<file path="src/rtl/vga_pkg.sv">
// rtl/vga_pkg.sv - shared 640x480@60 timing constants, phase type and phase decode
package vga_pkg;

  localparam int ANCHO_CONT = 10;

  localparam int H_VISIBLE_STD = 640;
  localparam int H_FRONT_STD   = 16;
  localparam int H_SYNC_STD    = 96;
  localparam int H_BACK_STD    = 48;

  localparam int V_VISIBLE_STD = 480;
  localparam int V_FRONT_STD   = 10;
  localparam int V_SYNC_STD    = 2;
  localparam int V_BACK_STD    = 33;

  typedef enum logic [1:0] {VISIBLE, FRONT, SYNC, BACK} fase_t;

  // Bounds are the last count (inclusive) of each phase, in line/frame order.
  function automatic fase_t fase_de(input logic [ANCHO_CONT-1:0] cuenta,
                                    input int lim_visible,
                                    input int lim_front,
                                    input int lim_sync,
                                    input int lim_back);
    int c;
    c = int'(cuenta);
    if (c <= lim_visible) return VISIBLE;
    if (c <= lim_front)   return FRONT;
    if (c <= lim_sync)    return SYNC;
    if (c <= lim_back)    return BACK;
    // A wrapping counter never exceeds the last bound.
    return VISIBLE;
  endfunction

endpackage

</file>
<file path="src/rtl/controlador_sincronia_vga_if.sv">
// rtl/controlador_sincronia_vga_if.sv - timing bus between the VGA sync controller and the pixel logic
// master: the sync controller (takes tick_pixel/habilitar, drives syncs, video_on, coordinates, strobes)
// slave : the side that supplies the enables and consumes the timing
interface controlador_sincronia_vga_if;
  import vga_pkg::*;

  logic                  tick_pixel;
  logic                  habilitar;
  logic                  hsync;
  logic                  vsync;
  logic                  video_on;
  logic [ANCHO_CONT-1:0] pixel_x;
  logic [ANCHO_CONT-1:0] pixel_y;
  logic                  fin_linea;
  logic                  inicio_cuadro;

  modport master (
    input  tick_pixel, habilitar,
    output hsync, vsync, video_on, pixel_x, pixel_y, fin_linea, inicio_cuadro
  );

  modport slave (
    output tick_pixel, habilitar,
    input  hsync, vsync, video_on, pixel_x, pixel_y, fin_linea, inicio_cuadro
  );

endinterface

</file>
<file path="src/rtl/contador_fase_vga.sv">
// rtl/contador_fase_vga.sv - wrap counter with enable, synchronous clear, next-phase decode and wrap strobe
// Ports: clk_referencia, reset_n (async, active-low), habilitar_cuenta (advance one step),
//        limpiar (synchronous return to 0, wins over habilitar_cuenta), cuenta (registered count),
//        fase_sig (phase of the count being loaded this cycle), envuelve (this edge wraps TOTAL-1 -> 0)
module contador_fase_vga
  import vga_pkg::*;
#(
  parameter int N_VISIBLE = H_VISIBLE_STD,
  parameter int N_FRONT   = H_FRONT_STD,
  parameter int N_SYNC    = H_SYNC_STD,
  parameter int N_BACK    = H_BACK_STD
) (
  input  logic                  clk_referencia,
  input  logic                  reset_n,
  input  logic                  habilitar_cuenta,
  input  logic                  limpiar,
  output logic [ANCHO_CONT-1:0] cuenta,
  output fase_t                 fase_sig,
  output logic                  envuelve
);

  localparam int TOTAL = N_VISIBLE + N_FRONT + N_SYNC + N_BACK;
  localparam logic [ANCHO_CONT-1:0] ULTIMO = ANCHO_CONT'(TOTAL - 1);
  localparam logic [ANCHO_CONT-1:0] UNO    = ANCHO_CONT'(1);

  logic [ANCHO_CONT-1:0] cuenta_sig;

  always_ff @(posedge clk_referencia or negedge reset_n) begin
    if (!reset_n) begin
      cuenta <= '0;
    end else begin
      cuenta <= cuenta_sig;
    end
  end

  always_comb begin
    cuenta_sig = cuenta;
    if (limpiar) begin
      cuenta_sig = '0;
    end else if (habilitar_cuenta) begin
      cuenta_sig = (cuenta == ULTIMO) ? '0 : cuenta + UNO;
    end
  end

  // Phase is decoded from the next count so registered outputs line up with cuenta.
  always_comb begin
    fase_sig = fase_de(cuenta_sig,
                       N_VISIBLE - 1,
                       N_VISIBLE + N_FRONT - 1,
                       N_VISIBLE + N_FRONT + N_SYNC - 1,
                       TOTAL - 1);
    envuelve = habilitar_cuenta && !limpiar && (cuenta == ULTIMO);
  end

endmodule

</file>
<file path="src/rtl/controlador_sincronia_vga.sv">
// rtl/controlador_sincronia_vga.sv - VGA 640x480@60 sync/timing controller in the 50 MHz domain
// Ports: clk_referencia (50 MHz), reset_n (async, active-low),
//        vga (master): tick_pixel, habilitar in; hsync, vsync, video_on, pixel_x, pixel_y,
//        fin_linea, inicio_cuadro out (all registered)
module controlador_sincronia_vga
  import vga_pkg::*;
#(
  parameter int   H_VISIBLE   = H_VISIBLE_STD,
  parameter int   H_FRONT     = H_FRONT_STD,
  parameter int   H_SYNC      = H_SYNC_STD,
  parameter int   H_BACK      = H_BACK_STD,
  parameter int   V_VISIBLE   = V_VISIBLE_STD,
  parameter int   V_FRONT     = V_FRONT_STD,
  parameter int   V_SYNC      = V_SYNC_STD,
  parameter int   V_BACK      = V_BACK_STD,
  parameter logic SYNC_ACTIVO = 1'b0
) (
  input  logic                         clk_referencia,
  input  logic                         reset_n,
  controlador_sincronia_vga_if.master  vga
);

  logic                  avance;
  logic                  limpiar;
  logic [ANCHO_CONT-1:0] cuenta_h;
  logic [ANCHO_CONT-1:0] cuenta_v;
  fase_t                 fase_h_sig;
  fase_t                 fase_v_sig;
  logic                  envuelve_h;
  logic                  envuelve_v;
  logic                  hsync_q;
  logic                  vsync_q;
  logic                  video_q;
  logic                  fin_linea_q;
  logic                  inicio_cuadro_q;

  assign avance  = vga.tick_pixel & vga.habilitar;
  assign limpiar = ~vga.habilitar;

  contador_fase_vga #(
    .N_VISIBLE (H_VISIBLE),
    .N_FRONT   (H_FRONT),
    .N_SYNC    (H_SYNC),
    .N_BACK    (H_BACK)
  ) u_contador_h (
    .clk_referencia   (clk_referencia),
    .reset_n          (reset_n),
    .habilitar_cuenta (avance),
    .limpiar          (limpiar),
    .cuenta           (cuenta_h),
    .fase_sig         (fase_h_sig),
    .envuelve         (envuelve_h)
  );

  // Lines advance only on the edge where the pixel counter wraps.
  contador_fase_vga #(
    .N_VISIBLE (V_VISIBLE),
    .N_FRONT   (V_FRONT),
    .N_SYNC    (V_SYNC),
    .N_BACK    (V_BACK)
  ) u_contador_v (
    .clk_referencia   (clk_referencia),
    .reset_n          (reset_n),
    .habilitar_cuenta (envuelve_h),
    .limpiar          (limpiar),
    .cuenta           (cuenta_v),
    .fase_sig         (fase_v_sig),
    .envuelve         (envuelve_v)
  );

  // video_on is forced low at the origin after reset or disable and only
  // rises with the first qualified tick, so it is held rather than decoded
  // on idle cycles.
  always_ff @(posedge clk_referencia or negedge reset_n) begin
    if (!reset_n) begin
      hsync_q         <= ~SYNC_ACTIVO;
      vsync_q         <= ~SYNC_ACTIVO;
      video_q         <= 1'b0;
      fin_linea_q     <= 1'b0;
      inicio_cuadro_q <= 1'b0;
    end else if (limpiar) begin
      hsync_q         <= ~SYNC_ACTIVO;
      vsync_q         <= ~SYNC_ACTIVO;
      video_q         <= 1'b0;
      fin_linea_q     <= 1'b0;
      inicio_cuadro_q <= 1'b0;
    end else begin
      if (avance) begin
        hsync_q <= (fase_h_sig == SYNC) ? SYNC_ACTIVO : ~SYNC_ACTIVO;
        vsync_q <= (fase_v_sig == SYNC) ? SYNC_ACTIVO : ~SYNC_ACTIVO;
        video_q <= (fase_h_sig == VISIBLE) && (fase_v_sig == VISIBLE);
      end
      fin_linea_q     <= envuelve_h;
      inicio_cuadro_q <= envuelve_h & envuelve_v;
    end
  end

  assign vga.pixel_x       = cuenta_h;
  assign vga.pixel_y       = cuenta_v;
  assign vga.hsync         = hsync_q;
  assign vga.vsync         = vsync_q;
  assign vga.video_on      = video_q;
  assign vga.fin_linea     = fin_linea_q;
  assign vga.inicio_cuadro = inicio_cuadro_q;

endmodule

</file>
<file path="src/flat_wrapper.sv">
// flat-port wrapper written by rule: the top's interface ports become plain ports
module controlador_sincronia_vga_flat import vga_pkg::*;
#(
  parameter int   H_VISIBLE   = H_VISIBLE_STD,
  parameter int   H_FRONT     = H_FRONT_STD,
  parameter int   H_SYNC      = H_SYNC_STD,
  parameter int   H_BACK      = H_BACK_STD,
  parameter int   V_VISIBLE   = V_VISIBLE_STD,
  parameter int   V_FRONT     = V_FRONT_STD,
  parameter int   V_SYNC      = V_SYNC_STD,
  parameter int   V_BACK      = V_BACK_STD,
  parameter logic SYNC_ACTIVO = 1'b0
)
  (clk_referencia, reset_n, vga_tick_pixel, vga_habilitar, vga_hsync, vga_vsync, vga_video_on, vga_pixel_x, vga_pixel_y, vga_fin_linea, vga_inicio_cuadro);
  controlador_sincronia_vga_if vga_i ();
  input  logic clk_referencia;
  input  logic reset_n;
  input wire logic [$bits(vga_i.tick_pixel)-1:0] vga_tick_pixel;
  input wire logic [$bits(vga_i.habilitar)-1:0] vga_habilitar;
  output wire logic [$bits(vga_i.hsync)-1:0] vga_hsync;
  output wire logic [$bits(vga_i.vsync)-1:0] vga_vsync;
  output wire logic [$bits(vga_i.video_on)-1:0] vga_video_on;
  output wire logic [$bits(vga_i.pixel_x)-1:0] vga_pixel_x;
  output wire logic [$bits(vga_i.pixel_y)-1:0] vga_pixel_y;
  output wire logic [$bits(vga_i.fin_linea)-1:0] vga_fin_linea;
  output wire logic [$bits(vga_i.inicio_cuadro)-1:0] vga_inicio_cuadro;
  assign vga_i.tick_pixel = vga_tick_pixel;
  assign vga_i.habilitar = vga_habilitar;
  assign vga_hsync = vga_i.hsync;
  assign vga_vsync = vga_i.vsync;
  assign vga_video_on = vga_i.video_on;
  assign vga_pixel_x = vga_i.pixel_x;
  assign vga_pixel_y = vga_i.pixel_y;
  assign vga_fin_linea = vga_i.fin_linea;
  assign vga_inicio_cuadro = vga_i.inicio_cuadro;
  controlador_sincronia_vga #(.H_VISIBLE(H_VISIBLE), .H_FRONT(H_FRONT), .H_SYNC(H_SYNC), .H_BACK(H_BACK), .V_VISIBLE(V_VISIBLE), .V_FRONT(V_FRONT), .V_SYNC(V_SYNC), .V_BACK(V_BACK), .SYNC_ACTIVO(SYNC_ACTIVO)) u_core (.clk_referencia(clk_referencia), .reset_n(reset_n), .vga(vga_i));
endmodule
</file>
<file path="config.mk">
export PLATFORM = sky130hd
export DESIGN_NAME = controlador_sincronia_vga_flat
export DESIGN_NICKNAME = d
export VERILOG_FILES = /design/src/rtl/vga_pkg.sv /design/src/rtl/controlador_sincronia_vga_if.sv /design/src/rtl/contador_fase_vga.sv /design/src/rtl/controlador_sincronia_vga.sv /design/src/flat_wrapper.sv
export SDC_FILE = /design/constraint.sdc
export NUM_CORES = 1
export LEC_CHECK = 0
export ABC_AREA = 1
export CORE_ASPECT_RATIO = 0.9
export CORE_MARGIN = 2
export CORE_UTILIZATION = 53
export DETAILED_ROUTE_END_ITERATION = 10
export GPL_TIMING_DRIVEN = 0
export HOLD_SLACK_MARGIN = 0.05
export PLACE_DENSITY = 0.79
export SKIP_CTS_REPAIR_TIMING = 1
export SYNTH_ARGS = -nofsm -noshare
export SYNTH_HDL_FRONTEND = slang
export SYNTH_SLANG_ARGS = --single-unit
</file>
<file path="constraint.sdc">
create_clock -name clk_referencia -period 2.5 [get_ports clk_referencia]
set_clock_uncertainty 0.15 [all_clocks]
set_input_delay 0.25 -clock clk_referencia [delete_from_list [all_inputs] [get_ports clk_referencia]]
set_output_delay 0.25 -clock clk_referencia [all_outputs]
set_load 0.03 [all_outputs]
</file>
* Word-level counts from Yosys, hierarchy flattened
Index checks and enable logic that the tools add are counted.
** Operators by class
- $add $sub $neg :: 2
- $lt $le $gt $ge :: 8
- Equality and inequality tests :: 5
- Mux-type cells :: 52
- Bitwise gates (word level) :: 2
- Reductions and logical operators :: 7
** Operators by type and width (number)
- 10-bit 2-to-1 mux :: 6
- 10-bit <= comparator, second input constant :: 5
- 2-bit 2-to-1 mux :: 16
- 10-bit by 9-bit <= comparator with 1-bit output, second input constant :: 3
- 1-bit 2-to-1 mux :: 30
- 10-bit by 1-bit adder with 10-bit output, second input constant :: 2
- 10-bit == test, second input constant :: 2
- 1-bit logical AND :: 5
- 2-bit == test, second input constant :: 2
- 2-bit logical NOT :: 2
- 1-bit bitwise AND :: 2
- 2-bit by 1-bit != test with 1-bit output, second input constant :: 1
** Word-level totals
- Register bits after elaboration :: 25
- Input port bits :: 4
- Output and inout bits :: 25
- Logic and storage cells :: 83

* Depth between registers and ports, before layout
Gate-level depths: netlist of the first run.
- Depth after elaboration :: 21
- Mapped depth :: 17
- Mapped depth without buffers :: 17

* Modules after synthesis
A second synthesis of the first run with hierarchy kept.
** Second synthesis, totals
- Cells, all modules :: 267
- Area, all modules :: 1798.0 µm²
** By module, submodules not included
- contador_fase_vga at u_core.u_contador_v :: times used 1, cells each 138, area an instance 855.8 µm², sequential area each 250.2 µm²
- contador_fase_vga at u_core.u_contador_h :: times used 1, cells each 100, area an instance 709.4 µm², sequential area each 250.2 µm²
- controlador_sincronia_vga :: times used 1, cells each 29, area an instance 232.7 µm², sequential area each 127.6 µm²

* Worst setup path after synthesis of the first run
No wires, ideal clock.
- Path type :: reg-to-reg
- From :: register u_core.u_contador_h.cuenta[1]
- To :: register u_core.video_q, in the netlist u_core.vga.video_on
- Setup time :: 0.118 ns
- Data arrival time :: 1.873 ns
- Data required time :: 2.232 ns
- Slack :: 0.359 ns
- Cell stages (with the launch flop) :: 17
- Buffers on the path :: 0
- Period minus slack after synthesis :: 2.141 ns
- Path through :: dfrtp_1 > ha_1 > nand2_1 > inv_1 > nand2_4 > inv_4 > nand3_4 > nand2_1 > inv_2 > nand2_1 > nand2_1 > nor2_1 > nand3_1 > nand2_1 > nand2_1 > nand4_1 > nand2_1
** On the way
- Longest elaborated chain between the ends :: 17
- Elaborated cells between the ends (all ways) :: 55
- Those cells by class :: add/sub: 1; order compare: 8; eq/ne: 1; mux: 41; reduce/logical: 4
** RTL lines
- from (decl) :: line contador_fase_vga.sv:17 : output logic [ANCHO_CONT-1:0] cuenta,
- from (signal assigned) :: line contador_fase_vga.sv:32 : cuenta <= cuenta_sig;
- 10-bit == test (*) :: line contador_fase_vga.sv:52 : envuelve = habilitar_cuenta && !limpiar && (cuenta == ULTIMO);
- 1-bit logical AND (*) :: line contador_fase_vga.sv:52
- 10-bit 2-to-1 mux (*) :: line contador_fase_vga.sv:40 : end else if (habilitar_cuenta) begin
- 10-bit 2-to-1 mux (*) :: line contador_fase_vga.sv:38 : if (limpiar) begin
- named net u_core.u_contador_v.cuenta_sig[9] :: line contador_fase_vga.sv:26 : logic [ANCHO_CONT-1:0] cuenta_sig;
- 10-bit <= comparator :: line vga_pkg.sv:29 : if (c <= lim_back) return BACK;
- 1-bit 2-to-1 mux (2 in series) :: line vga_pkg.sv:29
- 1-bit 2-to-1 mux :: line vga_pkg.sv:28 : if (c <= lim_sync) return SYNC;
- 1-bit 2-to-1 mux :: line vga_pkg.sv:27 : if (c <= lim_front) return FRONT;
- 2-bit 2-to-1 mux :: line vga_pkg.sv:31 : return VISIBLE;
- 2-bit 2-to-1 mux :: line vga_pkg.sv:29
- 2-bit 2-to-1 mux :: line vga_pkg.sv:28
- 2-bit 2-to-1 mux (*) :: line vga_pkg.sv:27
- 2-bit logical NOT (*) :: line controlador_sincronia_vga.sv:91 : video_q <= (fase_h_sig == VISIBLE) && (fase_v_sig == VISIBLE);
- 1-bit logical AND (*) :: line controlador_sincronia_vga.sv:91
- 1-bit 2-to-1 mux (*) :: line controlador_sincronia_vga.sv:88 : if (avance) begin
- 1-bit 2-to-1 mux (*) :: line controlador_sincronia_vga.sv:81 : end else if (limpiar) begin
- to (signal assigned) :: line controlador_sincronia_vga.sv:91
- to (decl) :: line controlador_sincronia_vga.sv:33 : logic video_q;
Mark *: on every way through the listed nets, which the timed path passes. The rest lies on a longest branch. The select of a mux whose other input is x is not followed.
A chain may end at the register's enable or synchronous reset.

* Worst setup path in the final report of the first run
- From :: register u_core.u_contador_h.cuenta[0]
- To :: register u_core.video_q, in the netlist u_core.vga.video_on
Same word-level chain as after synthesis.

==> reports/summary.txt, run 1 <==
Final nets = 304
Ys async rst share = 1.00
Largest family of logic cells by synthesized area = simple AND/OR/NAND/NOR gates
Worst Max-Slew Pin Slew = 1150 ps
Detail Route Antenna Nets = 0
Period minus WS final = 2280 ps
Count leader, synth = nand2_1
Slowest stage delay, CP = 410 ps
Max-Cap Viols = 0
Cell taking the most area after synthesis = dfrtp_1
Arr. time, crit path = 2290 ps
Syn_nets = 272
Worst EP required = 2510 ps
Placer Congestion = 0.926
Pwr Density = 328 nW/um2
Sequential share of the synthesized area = 0.349
Share of cells above drive strength 1 = 0.111
Hold Fails Final Rpt = 0
Critical Path Sink Type = flop
Fin area = 2170 um2
Fin Setup TNS = 0 ps
Compound-Gate Fraction of Synth Area = 0.0459
Max frequency = 0.439 GHz
Register bit count reported by yosys = 25
Root buf cell = clkbuf_8
Clock Path Buffers = 2
Worst VDD drop = 0.000268 V
Synth Area in XOR/XNOR = 0.0292
CTS tree = done
Num CTS Buffers = 3
Synth warnings = 0
EDFF count, synth = 0
Buffers plus inverters on the worst setup path = 3
RSZ-0062 raised after global routing = false
Post-DR wirelength/cell = 12.6 um
Grt total ovfl = 0
Synth top area cells = dfrtp_1, nand2_1, nand3_1
Rel. slew slack = 0.229
Synth Flop Type = dfrtp_1
Routed vias = 1761
Port Buf Inserts = 27
Simple-gate share of the synthesized area = 0.445
Vias in the first global route = 1555
FILL cells = 309
# rows = 20
Boundary Pins = 29
Ant diodes = 0
Delay-heaviest family, CP = simple AND/OR/NAND/NOR gates
DP Wirelength = 3300 um
Die area = 3870 um2
Worst-path maximum fanout = 7
DP Area = 2120 um2
Cell mode on critical path = nand2_1
Final cycle utilization of the critical path = 0.911
Routed wire length = 4270 um
Fin. max-slew vios = 0
Initial DRC Count = 91
Synthesis-to-finish area growth = 20.7%
Post-synthesis mux area share = 0
Mapped Area = 1800 um2
Initial antenna violation count = 0
DRT Pass-1 Iters = 4
Crit-path cells = ha_1, nand2_1, inv_1, nand2_4, inv_4, nand3_4, nand2_1, inv_2, nand2_1, nand2_1, nor2_1, nand3_1, nand2_1, nand2_1, nand4_1, nand2_1
Critical path class = flop to flop
Synth top area share = 0.320
Mapped Avg Cell Area = 6.78 um2
Total GRT Usage = 0.245
Status = finished clean
Footprint of the multi-input gates = 976 um2
Clock Sinks = 25
Synth cell types = 36
Tot Pwr = 0.712 mW
Post-synthesis adder-cell area fraction = 0.0209
Largest net degree at the start of global routing = 26
Worst setup SP type = flop
Vias per cell = 5.18
Die Wd = 65.4 um
Die Span Y = 59.3 um
Initial Utilization = 0.544
Static Leak = 1.12 nW
Residual DRC = 0
Slowest cell on crit path = dfrtp_1
Hold Path Class = input pin to flop
Mapped Cells = 265
Insertion delay to the later sink of the worst-skew pair = 270 ps
Clk slew on worst S/H paths = 80 ps
Reg area = 628 um2
H-Tree Depth = 1
First-pass GRT wire length = 7190 um
Final Setup Violations = 0
CORE AREA = 3300 um2
Synth cell count leaders = nand2_1, inv_1, nor2_1, nand3_1, dfrtp_1
==> layout make-up <==
type,count,share of cell area
clock buffer,4,0.0207
inverter,43,0.0778
sequential,25,0.289
buffer,4,0.0127
timing repair buffer,27,0.124
multi-input combinational,193,0.450
tap,44,0.0254
==> logic make-up after synthesis <==
logic type,Yosys count
XOR/XNOR,6
AO/OA/AOI/OAI,11
AND/OR/NAND/NOR,173
flip-flops,25
adder cells (fa/ha/maj),3
buffers and inverters,47
==> where the power goes <==
| part | internal, mW | switching (mW) | total [mW] |
|---|---|---|---|
| Clock | 0.114 | 0.132 | 0.246 |
| Combinational | 0.0159 | 0.0379 | 0.0538 |
| Sequential | 0.408 | 0.00352 | 0.412 |
==> worst min-delay path, delay by kind of cell <==
kind          cells  cell delay, ps
buf+inv           2             210
simple gates      1              70
==> metal layers <==
metal | track usage | share of wire | vias to the layer above
met5 | 0 | 0 | -
met4 | 0.0744 | 0.014 | 0
met3 | 0.0342 | 0.066 | 7
met2 | 0.378 | 0.45 | 64
met1 | 0.359 | 0.47 | 793
li1 | - | - | 897
==> final timing paths <==
check | startpoint | to | slack (ps) | cells past startpoint
max | u_core.u_contador_h.cuenta[0] | u_core.vga.video_on | 220 | 16
max in group asynchronous | reset_n | u_core.u_contador_h.cuenta[1] | 1070 | 1
min reg2reg | u_core.vga.video_on | u_core.vga.video_on | 350 | 2
min in group asynchronous | reset_n | u_core.u_contador_v.cuenta[1] | 440 | 1
max reg2reg | u_core.u_contador_h.cuenta[0] | u_core.vga.video_on | 220 | 16
min | vga_habilitar | u_core.u_contador_h.cuenta[4] | 150 | 3
==> cells in the final DEF (no fill, tap or decap), drive strengths merged <==
master	synthesis	final
a21o	1	1
a21oi	2	2
a32o	1	1
buf	3	3
clkbuf	1	5
clkdlybuf4s50	0	27
clkinv	1	1
dfrtp	23	23
dfstp	2	2
ha	3	3
inv	42	42
nand2	90	90
nand3	32	32
nand3b	1	1
nand4	8	8
nor2	35	35
nor3	6	6
o21ai	7	7
or2	1	1
xnor2	2	2
xor2	4	4
==> sequential cells by signal, summed over array words and instances, names as in the netlist <==
register and count:
u_core.vga.video_on 1, u_core.vga.hsync 1, u_core.u_contador_v.cuenta 10, u_core.vga.fin_linea 1, u_core.u_contador_h.cuenta 10, u_core.vga.vsync 1, u_core.vga.inicio_cuadro 1
==> through the flow <==
step | hold slack, ps | utilization | instances | setup WS (ps)
6_report | 152 | 0.657 | 340 | 222
2_1_floorplan | -196 | - | 265 | 359
3_5_place_dp | 330 | 0.643 | 336 | 120
5_1_grt | 146 | 0.657 | 340 | 12.9
3_3_place_gp | 326 | 0.643 | 336 | 152
4_1_cts | 151 | 0.656 | 340 | 217
(Power assumes the default switching activity.)
==> run 2: changes to the inputs <==
--- a/config.mk
+++ b/config.mk
@@ -13,7 +13,6 @@
 export GPL_TIMING_DRIVEN = 0
 export HOLD_SLACK_MARGIN = 0.05
 export PLACE_DENSITY = 0.79
-export SKIP_CTS_REPAIR_TIMING = 1
 export SYNTH_ARGS = -nofsm -noshare
 export SYNTH_HDL_FRONTEND = slang
 export SYNTH_SLANG_ARGS = --single-unit
==> results of run 2 <==
No change in the layout: final DEF, timing and power equal those of run 1.
==> run 3: changes to the inputs <==
==> constraint.sdc (replaced) <==
create_clock -name clk_referencia -period 2.2 [get_ports clk_referencia]
set_clock_uncertainty 0.15 [all_clocks]
set_input_delay 0.22 -clock clk_referencia [delete_from_list [all_inputs] [get_ports clk_referencia]]
set_output_delay 0.22 -clock clk_referencia [all_outputs]
set_load 0.03 [all_outputs]
==> reports/summary.txt, run 3 (synthesized netlist as in run 1, its figures left out) <==
Status = finished clean
Placer Congestion = 0.926 (unchanged)
Synthesis-to-finish area growth = 30.7%
# rows = 20 (unchanged)
Routed wire length = 4590 um (+7.4%)
Switch Pwr = 0.199 mW (+15%)
Slowest cell on crit path = dfrtp_1
Largest net degree at the start of global routing = 26 (unchanged)
Static Leak = 1.19 nW (+6.5%)
CORE AREA = 3300 um2 (unchanged)
Most frequent cells in the layout = nand2_1, inv_1, nand3_1
Ant diodes = 0 (unchanged)
Die area = 3870 um2 (unchanged)
Period minus WS final = 2190 ps (-87.1 ps)
DRT Pass-1 Iters = 4 (unchanged)
Insertion delay to the later sink of the worst-skew pair = 270 ps (about the same)
Fin Setup TNS = 0 ps (unchanged)
Hold Path Class = input pin to flop
Vias in the first global route = 1582 (+1.7%)
Worst-path maximum fanout = 8 (+1)
Hold Fails Final Rpt = 0 (unchanged)
Critical path class = flop to flop
Internal power = 0.617 mW (+15%)
H-Tree Depth = 1 (unchanged)
Part of the power in registers = 0.571 (-0.007)
Detail Route Antenna Nets = 0 (unchanged)
Worst slack at placement = -150 ps (-270 ps)
Combinational Power Share = 0.088 (+0.012)
Clk slew on worst S/H paths = 80 ps (about the same)
Max frequency = 0.456 GHz (+4.0%)
RSZ-0062 raised after global routing = true
Total GRT Usage = 0.247 (+0.00286)
Max-Cap Viols = 0 (unchanged)
Switch share = 0.244 (about the same)
Final nets = 316 (+3.9%)
Initial Utilization = 0.544 (unchanged)
CTS tree = done
Num CTS Buffers = 3 (unchanged)
Post-DR wirelength/cell = 13.0 um (+3.7%)
Final hold slack = 135 ps (-17.3 ps)
Pwr Density = 347 nW/um2 (+6.0%)
First-pass GRT wire length = 7280 um (+1.3%)
Worst setup SP type = flop
Total placed cells including tap cells = 336 (unchanged)
Share of cells above drive strength 1 = 0.208 (+0.0963)
Worst EP required = 2260 ps (-250 ps)
Crit-path cells = ha_2, nand2_1, inv_2, nand2_4, inv_4, nand3_4, buf_4, o21ai_2, inv_2, nor2_2, nand2_1, nand2_1, nand2_1, nand2_1, nand4_1, nand2_1
Worst VDD drop = 0.000257 V (-4.3%)
Die Span Y = 59.3 um (unchanged)
Slowest stage delay, CP = 370 ps (-40 ps)
Grt total ovfl = 0 (unchanged)
Root buf cell = clkbuf_8
Routed vias = 1810 (+2.8%)
Top flop regs = u_core.u_contador_h.cuenta: 10 flops, u_core.u_contador_v.cuenta: 10 flops
Cell mode on critical path = nand2_1
Vias per cell = 5.14 (-0.72%)
Rel. slew slack = 0.234 (+0.00497)
Port Buf Inserts = 27 (unchanged)
Final Setup Violations = 0 (unchanged)
Most common cell after layout, fill and taps aside = nand2_1
Die Wd = 65.4 um (unchanged)
Layout Cells excl Fill = 352 (+3.5%)
Initial antenna violation count = 0 (unchanged)
Initial DRC Count = 118 (+30%)
DP Wirelength = 3300 um (unchanged)
Fin. max-slew vios = 0 (unchanged)
Clock Path Buffers = 2 (unchanged)
Clock Sinks = 25 (unchanged)
Worst Max-Slew Pin Slew = 1150 ps (-7.43 ps)
Clock share of power = 0.341 (-0.005)
Final worst setup slack = 8.86 ps (-213 ps)
Boundary Pins = 29 (unchanged)
Residual DRC = 0 (unchanged)
Arr. time, crit path = 2250 ps (-40 ps)
Critical Path Sink Type = flop
Final cycle utilization of the critical path = 0.996 (+0.0847)
## run 3: cell types whose count changed in the layout (fill, tap and decap cells not counted), moves of 3 or more
cell and delta:
buf_4 +10, nor2_1 -6, nor2_2 +4, inv_1 -3, inv_2 +3, nand2_1 -3
nand3_1 -3, nand3_2 +3
## run 3: final timing paths
kind                                               start                       endpoint  slack [ps]  depth (start not counted)
hold reg to reg                      u_core.vga.video_on            u_core.vga.video_on         350                          2
setup / recovery           u_core.u_contador_h.cuenta[0]            u_core.vga.video_on           9                         16
hold / removal                             vga_habilitar  u_core.u_contador_h.cuenta[4]         130                          3
min in group asynchronous                        reset_n  u_core.u_contador_v.cuenta[0]         400                          1
setup reg to reg           u_core.u_contador_h.cuenta[0]            u_core.vga.video_on           9                         16
max in group asynchronous                        reset_n  u_core.u_contador_h.cuenta[7]         740                          1
## run 3: repair_timing
action	in CTS	in global routing
buffers inserted	2	9
pin swaps	0	14
setup endpoints to repair	2	3
hold endpoints to repair	0	0
hold buffers	0	0
gates cloned	0	1
gates resized for setup	3	25
## run 3: area by class of cell
class,count,area (um2)
multi-input cells,193,1030
fillers,283,953
flip-flops and latches,25,629
repair buffers,39,384
inverters,43,171
well taps,44,55.1
clock buffers,4,45.0
plain buffers,4,31.3
## run 3: metrics by stage
step	util	cell area [um2]	total power [mW]
2_1_floorplan	-	1800	0.508
3_3_place_gp	0.643	2120	0.538
3_5_place_dp	0.643	2120	0.538
4_1_cts	0.664	2190	0.814
5_1_grt	0.711	2350	0.852
6_report	0.711	2350	0.817
## run 3: routing by layer
| layer | track usage | part of all wire |
|---|---|---|
| met1 | 0.362 | 0.46 |
| met2 | 0.383 | 0.46 |
| met3 | 0.0342 | 0.065 |
| met4 | 0.0744 | 0.015 |
| met5 | 0 | 0 |
## run 3: worst max-delay path: cells and delay by family (launching register included)
kind                     cells  cell delay [ps]
adder cells (fa/ha/maj)      1              180
buffers and inverters        4              420
AO/OA/AOI/OAI                1              160
flip-flops                   1              370
AND/OR/NAND/NOR             10              850
## run 3: power groups by stage
stage	clock network, mW	logic [mW]	registers, mW
6_report	0.278	0.0720	0.466
5_1_grt	0.306	0.0785	0.467
4_1_cts	0.280	0.0677	0.466
3_5_place_dp	0	0.0615	0.477
3_3_place_gp	0	0.0611	0.477
2_1_floorplan	0	0.0230	0.485
